==> src/rtl/io_block_cfg.sv <==
// Programmable IO block: serial-loaded shadow config, committed to an active config that drives
// per-channel source-select/mode muxes. Define CFG_PARITY_EN to append an even-parity bit to the chain.
module io_block_chan #(
  parameter int CHANNELS = 4,
  parameter int WIDTH    = 8,
  parameter int SRC_W    = 2
) (
  input  logic                      clb_clk,
  input  logic                      rst_n,
  input  logic [1:0]                mode_i,
  input  logic [SRC_W-1:0]          src_i,
  input  logic [CHANNELS*WIDTH-1:0] in_bus_i,
  output logic [WIDTH-1:0]          out_o
);
  logic [WIDTH-1:0] sel;
  logic             src_ok;
  logic [WIDTH-1:0] reg_d, reg_q;

  // Out-of-range sources (non-power-of-two CHANNELS) leave src_ok low and force zero in every mode.
  always_comb begin
    sel    = '0;
    src_ok = 1'b0;
    for (int j = 0; j < CHANNELS; j++) begin
      if (src_i == SRC_W'(j)) begin
        sel    = in_bus_i[j*WIDTH +: WIDTH];
        src_ok = 1'b1;
      end
    end
  end

  always_comb begin
    reg_d = '0;
    if (src_ok) reg_d = mode_i[0] ? ~sel : sel;
  end

  always_ff @(posedge clb_clk or negedge rst_n) begin
    if (!rst_n) reg_q <= '0;
    else        reg_q <= reg_d;
  end

  always_comb begin
    case (mode_i)
      2'b00:   out_o = '0;
      2'b01:   out_o = sel;
      default: out_o = reg_q;
    endcase
  end
endmodule

module io_block_cfg #(
  parameter int CHANNELS = 4,
  parameter int WIDTH    = 8
) (
  input  logic                      clb_clk,
  input  logic                      rst_n,
  input  logic                      prog_in,
  input  logic                      prog_en,
  output logic                      prog_out,
  input  logic [CHANNELS*WIDTH-1:0] in_bus,
  output logic [CHANNELS*WIDTH-1:0] out_bus,
  output logic                      busy,
  output logic                      cfg_valid,
  output logic                      cfg_err
);
  localparam int SRC_W    = $clog2(CHANNELS);
  localparam int FIELD_W  = SRC_W + 2;
  localparam int CFG_BITS = CHANNELS * FIELD_W;
`ifdef CFG_PARITY_EN
  localparam int CHAIN    = CFG_BITS + 1;
`else
  localparam int CHAIN    = CFG_BITS;
`endif
  localparam int CNT_MAX  = CHAIN + 1;
  localparam int CNT_W    = $clog2(CNT_MAX + 1);

  typedef enum logic {IDLE, SHIFT} state_e;

  state_e              state_q;
  logic [CFG_BITS-1:0] shadow_q, active_q;
  logic [CNT_W-1:0]    cnt_q;
  logic                prog_out_q, busy_q, cfg_valid_q, cfg_err_q;
  logic                shift_in;
  logic                commit_ok;

`ifdef CFG_PARITY_EN
  logic par_q;
  // Parity stage sits ahead of the shadow, so it holds the last (parity) bit of an exact load.
  always_ff @(posedge clb_clk or negedge rst_n) begin
    if (!rst_n)       par_q <= 1'b0;
    else if (prog_en) par_q <= prog_in;
  end
  assign shift_in  = par_q;
  assign commit_ok = (cnt_q == CNT_W'(CHAIN)) && !(^{par_q, shadow_q});
`else
  assign shift_in  = prog_in;
  assign commit_ok = (cnt_q == CNT_W'(CHAIN));
`endif

  always_ff @(posedge clb_clk or negedge rst_n) begin
    if (!rst_n) begin
      state_q     <= IDLE;
      shadow_q    <= '0;
      active_q    <= '0;
      cnt_q       <= '0;
      prog_out_q  <= 1'b0;
      busy_q      <= 1'b0;
      cfg_valid_q <= 1'b0;
      cfg_err_q   <= 1'b0;
    end else begin
      if (prog_en) begin
        shadow_q   <= {shift_in, shadow_q[CFG_BITS-1:1]};
        prog_out_q <= shadow_q[0];
      end
      case (state_q)
        IDLE: if (prog_en) begin
          state_q <= SHIFT;
          busy_q  <= 1'b1;
          cnt_q   <= CNT_W'(1);
        end
        SHIFT: begin
          if (prog_en) begin
            if (cnt_q != CNT_W'(CNT_MAX)) cnt_q <= cnt_q + CNT_W'(1);
          end else begin
            state_q <= IDLE;
            busy_q  <= 1'b0;
            if (commit_ok) begin
              active_q    <= shadow_q;
              cfg_valid_q <= 1'b1;
              cfg_err_q   <= 1'b0;
            end else begin
              cfg_err_q   <= 1'b1;
            end
          end
        end
        default: state_q <= IDLE;
      endcase
    end
  end

  assign prog_out  = prog_out_q;
  assign busy      = busy_q;
  assign cfg_valid = cfg_valid_q;
  assign cfg_err   = cfg_err_q;

  for (genvar k = 0; k < CHANNELS; k++) begin : g_chan
    io_block_chan #(.CHANNELS(CHANNELS), .WIDTH(WIDTH), .SRC_W(SRC_W)) u_chan (
      .clb_clk  (clb_clk),
      .rst_n    (rst_n),
      .mode_i   (active_q[k*FIELD_W+SRC_W +: 2]),
      .src_i    (active_q[k*FIELD_W +: SRC_W]),
      .in_bus_i (in_bus),
      .out_o    (out_bus[k*WIDTH +: WIDTH])
    );
  end
endmodule

==> config.mk <==
export PLATFORM = sky130hd
export DESIGN_NAME = io_block_cfg
export DESIGN_NICKNAME = d
export VERILOG_FILES = /design/src/rtl/io_block_cfg.sv
export SDC_FILE = /design/constraint.sdc
export NUM_CORES = 1
export LEC_CHECK = 0
export BUFFER_PORTS_ARGS = -buffer_cell sky130_fd_sc_hd__buf_2
export CORE_MARGIN = 4
export CORE_UTILIZATION = 50
export CTS_CLUSTER_DIAMETER = 100
export CTS_CLUSTER_SIZE = 12
export DETAILED_ROUTE_END_ITERATION = 7
export PLACE_DENSITY_LB_ADDON = 0.25
export SYNTH_ARGS = -nofsm -noshare
export SYNTH_HDL_FRONTEND = slang
export SYNTH_SLANG_ARGS = --single-unit
export TNS_END_PERCENT = 20
==> constraint.sdc <==
create_clock -name clb_clk -period 1.4 [get_ports clb_clk]
set_input_delay 0.14 -clock clb_clk [delete_from_list [all_inputs] [get_ports clb_clk]]
set_output_delay 0.14 -clock clb_clk [all_outputs]
set_load 0.02 [all_outputs]
# --- After elaboration in Yosys (flattened, before gate mapping) ---
# Index checks and enable logic that the tools add are counted.
classes:
  add_sub_neg: 1
  n_eq_ne: 22
  mux: 53
  bitwise: 6
  n_reduce_logical: 12
op_table:
  columns: ["cell", "n"]
  rows:
  - ["$mux W8", 24]
  - ["$pmux W8 S2", 4]
  - ["$not A8 Y8", 4]
  - ["$mux W1", 20]
  - ["$eq A2 B1 Y1 const B", 8]
  - ["$eq A2 B2 Y1 const B", 8]
  - ["$logic_not A2 Y1", 8]
  - ["$mux W5", 3]
  - ["$pmux W5 S2", 1]
  - ["$ne A2 B2 Y1 const B", 3]
  - ["$reduce_and A3 Y1", 2]
  - ["$add A5 B1 Y5 const B", 1]
  - ["$eq A5 B5 Y1 const B", 1]
  - ["$ne A5 B5 Y1 const B", 1]
  - ["$reduce_and A2 Y1", 2]
  - ["$ne A2 B1 Y1 const B", 1]
  - ["$not A1 Y1", 2]
  - ["$pmux W1 S2", 1]
totals:
  ff_bits: 74
  input_bits: 36
  out_inout_bits: 36
  elab_cells: 106

# --- Logic depth before layout (Yosys ltp) ---
# Gate-level depths: netlist (run 1).
depth:
  word_depth: 8
  depth_mapped: 8
  depth_no_buf: 5

# --- Cells and area by module ---
# From an unflattened synthesis (run 1), not the netlist that was laid out.
hier_totals:
  hier_cells: 268
  hier_area_um2: 3957.5
by_module_without_submodules:
  columns: ["mod", "instances", "cells_per_inst", "area_per_inst_um2", "seq_area_each_um2"]
  rows:
  - ["io_block_chan", 4, 38, 556.8, 200.2]
  - ["io_block_cfg", 1, 116, 1730.4, 1051.0]

# --- Least setup slack after synthesis (run 1) ---
# OpenSTA, ideal clock, no wires.
synth_timing:
  kind: "in2reg"
  startpoint: "input prog_en"
  endpoint: "register active_q[10]"
  setup_ns: 0.125
  arrival_ns: 1.599
  required_ns: 1.275
  setup_slack_ns: -0.324
  cell_stages: 8
  n_path_buf: 4
  cell_sequence: "buf_2 -> buf_2 -> inv_1 -> ha_1 -> and4_1 -> buf_6 -> buf_12 -> mux2_4"
synth_between:
  elab_chain_len: 2
synth_rtl:
  columns: ["item", "line", "text"]
  rows:
  - ["start, declared", "57", "input logic prog_en,"]
  - ["$not A1 Y1 (no line)", null, null]
  - ["$reduce_and A3 Y1 (no line)", null, null]
  - ["end signal, assigned", "127", "active_q <= shadow_q;"]
  - ["end, declared", "79", "logic [CFG_BITS-1:0] shadow_q, active_q;"]
# No other way between the ends.
# A chain may end at the register's enable or synchronous reset.

# --- Worst setup path after layout (run 1) ---
layout_timing:
  startpoint: "register active_q[0]"
  endpoint: "output out_bus[0]"
layout_between:
  elab_chain_len: 6
  word_cells_on_any_way: 9
  cone_classes: "3 x eq/ne; 5 x mux; 1 x reduce/logical"
layout_rtl:
  columns: ["item", "line", "text"]
  rows:
  - ["$logic_not A2 Y1", "24", "if (src_i == SRC_W'(j)) begin"]
  - ["$mux W8 (3 in series)", "24", null]
  - ["$mux W8 (*)", "24", null]
  - ["$pmux W8 S2 (*)", "42", "case (mode_i)"]
  - ["end, declared", "60", "output logic [CHANNELS*WIDTH-1:0] out_bus,"]
# Mark *: on every way between the ends. The rest lies on a longest branch, timed or not.

==> results of run 1 <==
-- logic make-up after synthesis --
group / count (synthesis) / synth area share (%)
DFF: 74 / 43.2
buffers and inverters: 28 / 4.88
and+or+nand+nor: 55 / 5.69
muxes: 131 / 33.3
xor gates and xnor gates: 32 / 6.54
AOI/OAI and AO/OA: 41 / 5.26
adders and majority gates: 4 / 1.17
-- cells in the mapped netlist (2+ instances only) --
master,instances
sky130_fd_sc_hd__o21ai_0,34
sky130_fd_sc_hd__nand3_1,3
sky130_fd_sc_hd__inv_1,3
sky130_fd_sc_hd__dfrtp_1,74
sky130_fd_sc_hd__a22o_1,2
sky130_fd_sc_hd__mux2i_1,64
sky130_fd_sc_hd__nand2_1,37
sky130_fd_sc_hd__nor2b_1,2
sky130_fd_sc_hd__buf_1,6
sky130_fd_sc_hd__buf_8,4
sky130_fd_sc_hd__mux2_2,59
sky130_fd_sc_hd__nor2_1,5
sky130_fd_sc_hd__xnor2_1,32
sky130_fd_sc_hd__clkbuf_1,5
sky130_fd_sc_hd__buf_6,5
sky130_fd_sc_hd__buf_2,3
sky130_fd_sc_hd__nand2b_1,4
sky130_fd_sc_hd__ha_1,4
sky130_fd_sc_hd__mux2_4,8
-- power groups by stage --
stage          clock network [mW]  registers [mW]  logic (mW)
2_1_floorplan                   0            2.95        1.52
3_3_place_gp                    0            3.01        2.32
3_5_place_dp                    0            3.04        2.37
4_1_cts                      1.79            3.02        2.64
5_1_grt                      1.88            3.09        2.97
6_report                     1.75            3.02        2.76
-- routing by layer --
| layer | GRT usage, % | wire length [um] |
|---|---|---|
| met5 | 0 | 0 |
| met4 | 7.46 | 206 |
| met3 | 4.64 | 442 |
| met2 | 34.8 | 5200 |
| met1 | 27.6 | 4570 |
-- final cells by class --
cell class                      count  area, um2
Multi-Input combinational cell    263       2480
Clock inverter                      5       60.1
Tap cell                          105        131
Fill cell                         600       2500
Clock buffer                       11        151
Inverter                            3       11.3
Sequential cell                    74       1860
Timing Repair Buffer              129       1060
-- metrics by stage --
| step | cells | setup slack [ns] | hold slack [ns] | TNS [ns] | instance area [um2] |
|---|---|---|---|---|---|
| finish | 590 | -0.416 | 0.0165 | -12.27 | 5760 |
| detailed placement | 572 | -0.0969 | 0.207 | -2.11 | 5080 |
| floorplan | 365 | -0.104 | -0.156 | -3.53 | 4310 |
| global route | 590 | -0.467 | 0.00881 | -15.28 | 5760 |
| global placement | 572 | -0.0553 | 0.197 | -1.13 | 5080 |
| CTS | 589 | -0.441 | 0.0000902 | -13.01 | 5610 |
-- what timing repair did --
action,in CTS,in global routing
setup buffers,0,1
gates cloned,0,0
gates resized for setup,96,36
hold endpoints to repair,74,0
pin swaps,3,0
setup endpoints to repair,53,66
hold buffers,1,0
-- state kept, by name, indices dropped and copies added, names as in the netlist --
name,cells
g_chan.u_chan.reg_q,32
active_q,16
shadow_q,16
cnt_q,5
busy,1
cfg_err,1
cfg_valid,1
prog_out,1
state_q,1
-- how the worst min path moves through the flow --
stage,end,slack (ns),cells after the start
floorplan,active_q[0],-0.16,0
global placement,busy,0.20,2
detailed placement,state_q,0.21,2
CTS,shadow_q[15],0.00009,2
global route,shadow_q[15],0.009,2
finish,shadow_q[15],0.02,2
-- layout by cell type (no fill, tap or decap), drive strengths merged, types with 3 or more instances in the layout --
cell type,instances
o21ai,34
xnor2,32
ha,4
nand3,3
mux2i,64
dfrtp,74
nand2b,4
buf,128
clkbuf,11
nor2,5
inv,4
mux2,67
nand2,37
==> impl_metrics.py, run 1 <==
metrics = {
    "min_path": {
        "tightest_hold_check_type": "primary input to flop",
        "worstHoldStart": "prog_in",
    },
    "logic_synthesis": {
        "synth_edf_count": 0,
        "mappedNetlistNets": 405,
        "synthDominantCellAreaShare_pct": 43.2,
        "ys_seq_area_share_pct": 43.2,
        "syn-mean-instance-area_um2": 11.7,
        "synth_top_cells_by_area": "sky130_fd_sc_hd__dfrtp_1 43%, sky130_fd_sc_hd__mux2_2 16%, sky130_fd_sc_hd__mux2i_1 15%",
        "synth.ff_latch_count": 74,
        "post_synth_instance_area_um2": 4290,
        "post_synthesis_cells": 365,
        "yosys.cell_types.count": 30,
        "synth_largest_area_cell": "sky130_fd_sc_hd__dfrtp_1",
        "synth-main-ff-cell": "sky130_fd_sc_hd__dfrtp_1",
        "synth-async-reset-ratio_pct": 100,
        "ys_warn_count": 0,
    },
    "routing": {
        "detailroute.via_count": 3146,
        "detail_route.wirelength_um": 10400,
        "route.detailed.vias_per_inst": 5.33,
        "antenna_violating_nets_post_route": 0,
        "detailedRoute.firstIterationViolations": 116,
        "drcViolationCount": 0,
        "first_pass_iters": 4,
        "wl_per_cell_um": 17.7,
    },
    "power": {
        "combinationalPowerShare_pct": 36.7,
        "report.power.total_mw": 7.54,
        "netSwitchingFraction_pct": 31.7,
        "pwr_density_cell_nw_per_um2": 1310,
        "static_leakage_power_nw": 2.44,
        "worst_ir_drop_vdd_uv": 874,
        "power_frac_seq_pct": 40.1,
        "clockPowerShare_pct": 23.3,
        "netSwitchingPower_mw": 2.39,
        "power_report.internal_total_mw": 5.15,
    },
    "global_routing": {
        "antenna_found_initial": 0,
        "grt_pass1_vias": 3215,
        "largest_net_degree_at_the_start_of_global_routing": 75,
        "wire_length_of_the_first_global_routing_pass_um": 16400,
        "grt_util_all_layers_pct": 21.2,
        "global_route.overflow_total": 0,
    },
    "placement": {
        "hpwlAfterDp_um": 7310,
        "port_buffers": 71,
        "globalplace.congestion": 0.851,
    },
    "status": {
        "status": "finished with violations",
        "violations": "setup timing",
    },
    "clock_network": {
        "clock-sinks": 74,
        "worstSkewPairLatency_ns": 0.35,
        "clockBufferDepth": 2,
        "worst_setup_hold_path_clk_slew_ns": 0.08,
        "total_cts_buffers": 9,
        "h_tree_level_count": 3,
        "clock_tree_from_tritoncts": "yes",
        "cts_root_buffer": "sky130_fd_sc_hd__clkbuf_8",
    },
    "critical_path": {
        "timing.critical_path.buf_inv": 2,
        "worst_path_dominant_cell_family": "multiplexers",
        "reg2reg_depth": 5,
        "reg2reg_setup_slack_ns": -0.11,
        "worst-path-stages": 5,
        "worst_path_max_delay_cell": "sky130_fd_sc_hd__dfrtp_1",
        "cp-endpoint": "out_bus[0]",
        "cp_cell_sequence": "buf_12, mux2i_1, mux2_4, o21ai_2, buf_6",
        "timing.critical_path.slowest_cell_delay_ns": 0.41,
        "setup.worst_path.end_class": "primary output",
        "arrival_ns": 1.68,
        "worst_r2r_startpoint": "cnt_q[0]",
        "path_class": "flop to primary output",
        "setup.worst_path.start": "active_q[0]",
        "worstSetupStartpointType": "flop",
        "critPathRequiredTime_ns": 1.26,
        "cp_max_fo": 17,
        "reg2reg_to": "cnt_q[0]",
    },
    "sta": {
        "worst_setup_skew_after_layout_ns": 0.0133,
        "report.final.setup_viol": 51,
        "period_needed_ns": 1.82,
        "finalHoldViolations": 0,
        "finalWorstSetupSlack_ns": -0.416,
        "grt_setup_unrepaired": "true",
        "fmax_mhz": 551,
        "finalCritPeriodShare_pct": 130,
        "slew_headroom_pct": 65.0,
        "transition_time_at_the_pin_with_the_least_slew_margin_ns": 0.525,
        "maxSlewViolCount": 0,
    },
    "finish": {
        "final_net_count": 520,
        "layout.core_utilization_pct": 69.7,
        "area_growth_syn_to_fin_pct": 34.4,
        "diodes": 0,
        "drive_above_1_share_pct": 52.4,
    },
    "floorplanning": {
        "coreArea_um2": 8260,
        "placement_rows": 33,
        "initial_core_utilization_pct": 51.9,
        "die-width_um": 101,
        "boundary_pin_count": 72,
        "chipHeight_um": 101,
        "floorplan.die_area_um2": 10100,
    },
    "flow_run": {
        "max_cap_viol_count": 0,
    },
}
No activity file was read; power rests on OpenSTA's default activity.
==> run 2, diff against run 1 <==
clock period = 2 ns   (was 1.4 ns; I/O delays follow)
==> run 2 against run 1 <==
- the flow now finishes without violations
- via count decreased by 8.7%
- critical path type unchanged
- utilization shrank 10 points
- sequential share of layout area up 5.6 points
- die area is the same
- cell count fell by 8.3%
- global-route usage shrank 2.1 points
- highest routed layer unchanged
==> impl_metrics.py, run 2 (synthesis results as in run 1) <==
metrics = {
    "finish": {
        "post_layout_cell_count": 541,
        "drive_above_1_share_pct": 38.5,
        "final_area_um2": 4920,
        "diodes": 0,
        "top_register": "g_chan.u_chan.reg_q",
        "final_cell_mix": "69 x sky130_fd_sc_hd__dfrtp_1, 68 x sky130_fd_sc_hd__buf_2, 64 x sky130_fd_sc_hd__mux2i_1",
        "final_net_count": 473,
        "area_growth_syn_to_fin_pct": 14.9,
        "reg.largest.list": "g_chan.u_chan.reg_q x32, active_q x16, shadow_q x16",
        "layout.core_utilization_pct": 59.6,
        "final_common_cell": "sky130_fd_sc_hd__dfrtp_1",
        "max_ffs_per_register": 32,
    },
    "clock_network": {
        "clock_tree_from_tritoncts": "yes",
        "post-cts-setup-buffers": 0,
        "worst_setup_hold_path_clk_slew_ns": 0.07,
        "cts_root_buffer": "sky130_fd_sc_hd__clkbuf_8",
        "h_tree_level_count": 3,
        "worstSkewPairLatency_ns": 0.35,
        "clockBufferDepth": 2,
        "total_cts_buffers": 9,
        "clock-sinks": 74,
    },
    "routing": {
        "met3_wirelength_um": 490,
        "drt-met1-wl_um": 4240,
        "detailedRoute.firstIterationViolations": 84,
        "detailroute.via_count": 2871,
        "detailroute.wirelength.met2_um": 4320,
        "wl_per_cell_um": 16.9,
        "top_signal_layer_used": "met4",
        "drcViolationCount": 0,
        "detail_route.wirelength_um": 9160,
        "route.detailed.vias_per_inst": 5.31,
        "first_pass_iters": 4,
        "antenna_violating_nets_post_route": 0,
    },
    "floorplanning": {
        "chipHeight_um": 101,
        "die-width_um": 101,
        "placement_rows": 33,
        "initial_core_utilization_pct": 51.9,
        "floorplan.die_area_um2": 10100,
        "boundary_pin_count": 72,
        "coreArea_um2": 8260,
    },
    "critical_path": {
        "path_class": "flop to primary output",
        "critPathRequiredTime_ns": 1.80,
        "cp_max_fo": 17,
        "setup.worst_path.end_class": "primary output",
        "arrival_ns": 1.73,
        "worstSetupStartpointType": "flop",
        "reg2reg_depth": 4,
    },
    "sta": {
        "timing.setup.tns_ns": 0,
        "grt_setup_unrepaired": "true",
        "worst_setup_skew_after_layout_ns": 0.0123,
        "finalHoldViolations": 0,
        "slew_headroom_pct": 72.9,
        "period_needed_ns": 1.93,
        "fmax_mhz": 517,
        "transition_time_at_the_pin_with_the_least_slew_margin_ns": 0.407,
        "report.final.setup_viol": 0,
        "maxSlewViolCount": 0,
        "finalCritPeriodShare_pct": 96.7,
    },
    "global_routing": {
        "global_route.overflow_total": 0,
        "largest_net_degree_at_the_start_of_global_routing": 75,
        "wire_length_of_the_first_global_routing_pass_um": 15300,
        "grt_pass1_vias": 3025,
        "antenna_found_initial": 0,
        "grt_util_all_layers_pct": 19.1,
    },
    "power": {
        "pwr_density_cell_nw_per_um2": 963,
        "report.power.total_mw": 4.74,
        "static_leakage_power_nw": 2.03,
        "worst_ir_drop_vdd_uv": 472,
    },
    "placement": {
        "globalplace.congestion": 0.976,
        "dpl.cell_count": 526,
        "dpl-instance-area_um2": 4670,
        "port_buffers": 71,
        "hpwlAfterDp_um": 6790,
    },
    "min_path": {
        "min_delay_path_depth": 2,
        "tightest_hold_check_type": "primary input to flop",
    },
    "status": {
        "status": "finished, final reports clean",
    },
    "flow_run": {
        "max_cap_viol_count": 0,
    },
}
## run 2: changes by cell type in the layout (fill, tap and decap cells not counted), moves of 9 or more
cell,before,now
sky130_fd_sc_hd__buf_2,39,68
sky130_fd_sc_hd__buf_4,52,8
sky130_fd_sc_hd__buf_6,31,2
sky130_fd_sc_hd__mux2_2,28,59
sky130_fd_sc_hd__mux2_4,39,8
sky130_fd_sc_hd__o21ai_0,2,19
sky130_fd_sc_hd__o21ai_1,6,15
sky130_fd_sc_hd__o21ai_2,26,0
## run 2: final timing paths
kind / slack (ns) / startpoint / endpoint
max reg2reg: 0.22 / state_q / active_q[4]
max: 0.07 / active_q[8] / out_bus[20]
max in group asynchronous: 1.24 / rst_n / active_q[5]
min in group asynchronous: 0.41 / rst_n / active_q[15]
min: 0.09 / prog_in / shadow_q[15]
min reg2reg: 0.48 / busy / busy
## run 2: worst max-delay path, stage by stage (launching register included)
cell and delay (ns):
sky130_fd_sc_hd__dfrtp_4 0.60, sky130_fd_sc_hd__mux2i_1 0.16, sky130_fd_sc_hd__mux2_2 0.30, sky130_fd_sc_hd__o21ai_0 0.15
sky130_fd_sc_hd__buf_2 0.18
## run 2: area by class of cell
type | instances | area [um2]
clock buffers | 11 | 141
clock inverters | 3 | 65.1
fillers | 700 | 3340
inverters | 3 | 11.3
multi-input cells | 263 | 2220
flip-flops and latches | 74 | 1860
well taps | 105 | 131
repair buffers | 82 | 488
## run 2: report_power, final
group	total (mW)	switching, mW	internal, mW
combinational	1.30	0.628	0.676
sequential	2.17	0.290	1.88
clock	1.26	0.542	0.722
total	4.74	1.46	3.28
## run 2: per-stage QoR
stage               hold WS, ns  setup slack [ns]
CTS                      0.0698           -0.0291
floorplan               -0.0956             0.216
global route             0.0784           -0.0252
global placement          0.260             0.174
finish                   0.0868            0.0656
detailed placement        0.264             0.122
## run 2: routing by layer
layer / vias up / GRT usage, %
li1: 1408 / -
met1: 1394 / 25.4
met5: - / 0
met4: 0 / 6.74
met2: 57 / 30.9
met3: 12 / 3.94
## run 2: what timing repair did
item	4_1_cts	5_1_grt
hold buffers	1	0
setup endpoints to repair	24	28
endpoints found under the hold margin	74	0
gates resized for setup	9	19
==> run 3, diff against run 2 <==
CORE_UTILIZATION = 60   (was 50)
clock period = 2.5 ns   (was 2 ns; I/O delays follow)
==> run 3 against run 2 <==
- first-iteration DRC count is 48% higher
- via count is 1.4% higher
- total power is 22% lower
- clock power is 27% lower
- register-to-register slack better by 0.05 ns
- die area is 15% lower
- global-route usage is 4.7 points higher
- setup slack better by 0.20 ns
- cell count is 2.2% lower
==> impl_metrics.py, run 3 (synthesis results as in run 1) <==
metrics = {
    "status": {
        "status": "finished, final reports clean",
    },
    "critical_path": {
        "critPathRequiredTime_ns": 2.73,
        "reg2reg_setup_slack_ns": 0.27,
        "reg2reg_depth": 3,
        "setup.worst_path.end_class": "flop",
        "worst_r2r_startpoint": "state_q",
        "path_class": "flop to flop",
        "cp_max_fo": 18,
        "arrival_ns": 2.46,
        "reg2reg_to": "active_q[6]",
        "worstSetupStartpointType": "flop",
    },
    "sta": {
        "maxSlewViolCount": 0,
        "slew_headroom_pct": 34.9,
        "report.final.setup_viol": 0,
        "finalHoldViolations": 0,
        "finalCritPeriodShare_pct": 89.4,
        "grt_setup_unrepaired": "false",
        "fmax_mhz": 448,
        "worst_setup_skew_after_layout_ns": 0.00889,
        "timing.setup.tns_ns": 0,
        "transition_time_at_the_pin_with_the_least_slew_margin_ns": 0.977,
        "period_needed_ns": 2.23,
    },
    "global_routing": {
        "grt_util_all_layers_pct": 23.8,
        "grt_pass1_vias": 2994,
        "antenna_found_initial": 0,
        "largest_net_degree_at_the_start_of_global_routing": 48,
        "global_route.overflow_total": 0,
        "wire_length_of_the_first_global_routing_pass_um": 15700,
    },
    "finish": {
        "reg.largest.list": "g_chan.u_chan.reg_q x32, active_q x16, shadow_q x16",
        "drive_above_1_share_pct": 37.4,
        "final_common_cell": "sky130_fd_sc_hd__dfrtp_1",
        "final_cell_mix": "73 x sky130_fd_sc_hd__dfrtp_1, 71 x sky130_fd_sc_hd__buf_2, 64 x sky130_fd_sc_hd__mux2i_1",
        "diodes": 0,
        "area_growth_syn_to_fin_pct": 12.7,
        "final_net_count": 468,
        "top_register": "g_chan.u_chan.reg_q",
        "max_ffs_per_register": 32,
    },
    "routing": {
        "detailroute.via_count": 2912,
        "met3_wirelength_um": 399,
        "detailroute.wirelength.met2_um": 4240,
        "detail_route.wirelength_um": 9360,
        "detailedRoute.firstIterationViolations": 124,
        "drt-met1-wl_um": 4410,
        "top_signal_layer_used": "met4",
        "wl_per_cell_um": 17.7,
        "drcViolationCount": 0,
        "antenna_violating_nets_post_route": 0,
        "route.detailed.vias_per_inst": 5.50,
        "first_pass_iters": 4,
    },
    "floorplanning": {
        "floorplan.die_area_um2": 8560,
        "coreArea_um2": 6870,
        "initial_core_utilization_pct": 62.4,
        "chipHeight_um": 92.5,
        "die-width_um": 92.5,
        "boundary_pin_count": 72,
        "placement_rows": 30,
    },
    "clock_network": {
        "total_cts_buffers": 9,
        "clockBufferDepth": 2,
        "worstSkewPairLatency_ns": 0.35,
        "clock-sinks": 74,
        "cts_root_buffer": "sky130_fd_sc_hd__clkbuf_8",
        "clock_tree_from_tritoncts": "yes",
        "h_tree_level_count": 3,
        "worst_setup_hold_path_clk_slew_ns": 0.08,
        "post-cts-setup-buffers": 0,
    },
    "placement": {
        "hpwlAfterDp_um": 6840,
        "port_buffers": 71,
        "globalplace.congestion": 0.825,
    },
    "min_path": {
        "worstHoldStart": "prog_in",
        "tightest_hold_check_type": "primary input to flop",
        "holdPathEnd": "shadow_q[15]",
        "min_delay_path_depth": 2,
    },
    "power": {
        "worst_ir_drop_vdd_uv": 471,
        "pwr_density_cell_nw_per_um2": 766,
        "report.power.total_mw": 3.70,
        "static_leakage_power_nw": 2.00,
    },
    "flow_run": {
        "max_cap_viol_count": 0,
    },
}
[run 3: cell type report]
type / instances / area, um2
multi-input combinational: 263 / 2220
fill: 510 / 2040
sequential: 74 / 1850
timing repair buffer: 77 / 428
clock buffer: 9 / 124
tap: 96 / 120
clock inverter: 7 / 68.8
inverter: 3 / 11.3
[run 3: how the worst max path moves through the flow]
stage	start	end	slack, ns
floorplan	prog_en	active_q[10]	0.67
finish	state_q	active_q[6]	0.27
detailed placement	state_q	active_q[6]	0.31
global route	state_q	active_q[2]	0.11
CTS	active_q[0]	out_bus[6]	0.11
global placement	state_q	active_q[15]	0.39
[run 3: repair_timing]
item                                    in CTS  in global routing
gates resized for setup                      0                  1
hold buffers                                 1                  0
hold endpoints to repair                    27                  0
endpoints found under the setup margin       0                  2
[run 3: power by group]
group	switching (mW)	internal, mW
clock	0.455	0.459
sequential	0.271	1.50
combinational	0.485	0.526
total	1.21	2.49
[run 3: critical path, stage by stage, from the launching register on]
cell and delay (ns):
sky130_fd_sc_hd__dfrtp_1 0.53, sky130_fd_sc_hd__ha_1 0.29, sky130_fd_sc_hd__and4_1 0.87, sky130_fd_sc_hd__mux2_2 0.42
[run 3: through the flow]
| step | worst slack, ns | instances | hold WS (ns) | utilization [%] | instance area (um2) |
|---|---|---|---|---|---|
| after floorplan | 0.666 | 365 | -0.0456 | - | 4290 |
| after global placement | 0.389 | 512 | 0.315 | 67.3 | 4630 |
| after detailed placement | 0.306 | 512 | 0.334 | 67.3 | 4630 |
| after CTS | 0.112 | 529 | 0.134 | 70.3 | 4830 |
| after global routing | 0.113 | 529 | 0.144 | 70.3 | 4830 |
| final | 0.266 | 529 | 0.142 | 70.3 | 4830 |
[run 3: per-layer routing]
layer	GRT usage, %	up-vias
met2	36.5	73
met5	0	-
li1	-	1405
met3	3.41	18
met1	33.1	1416
met4	11.4	0
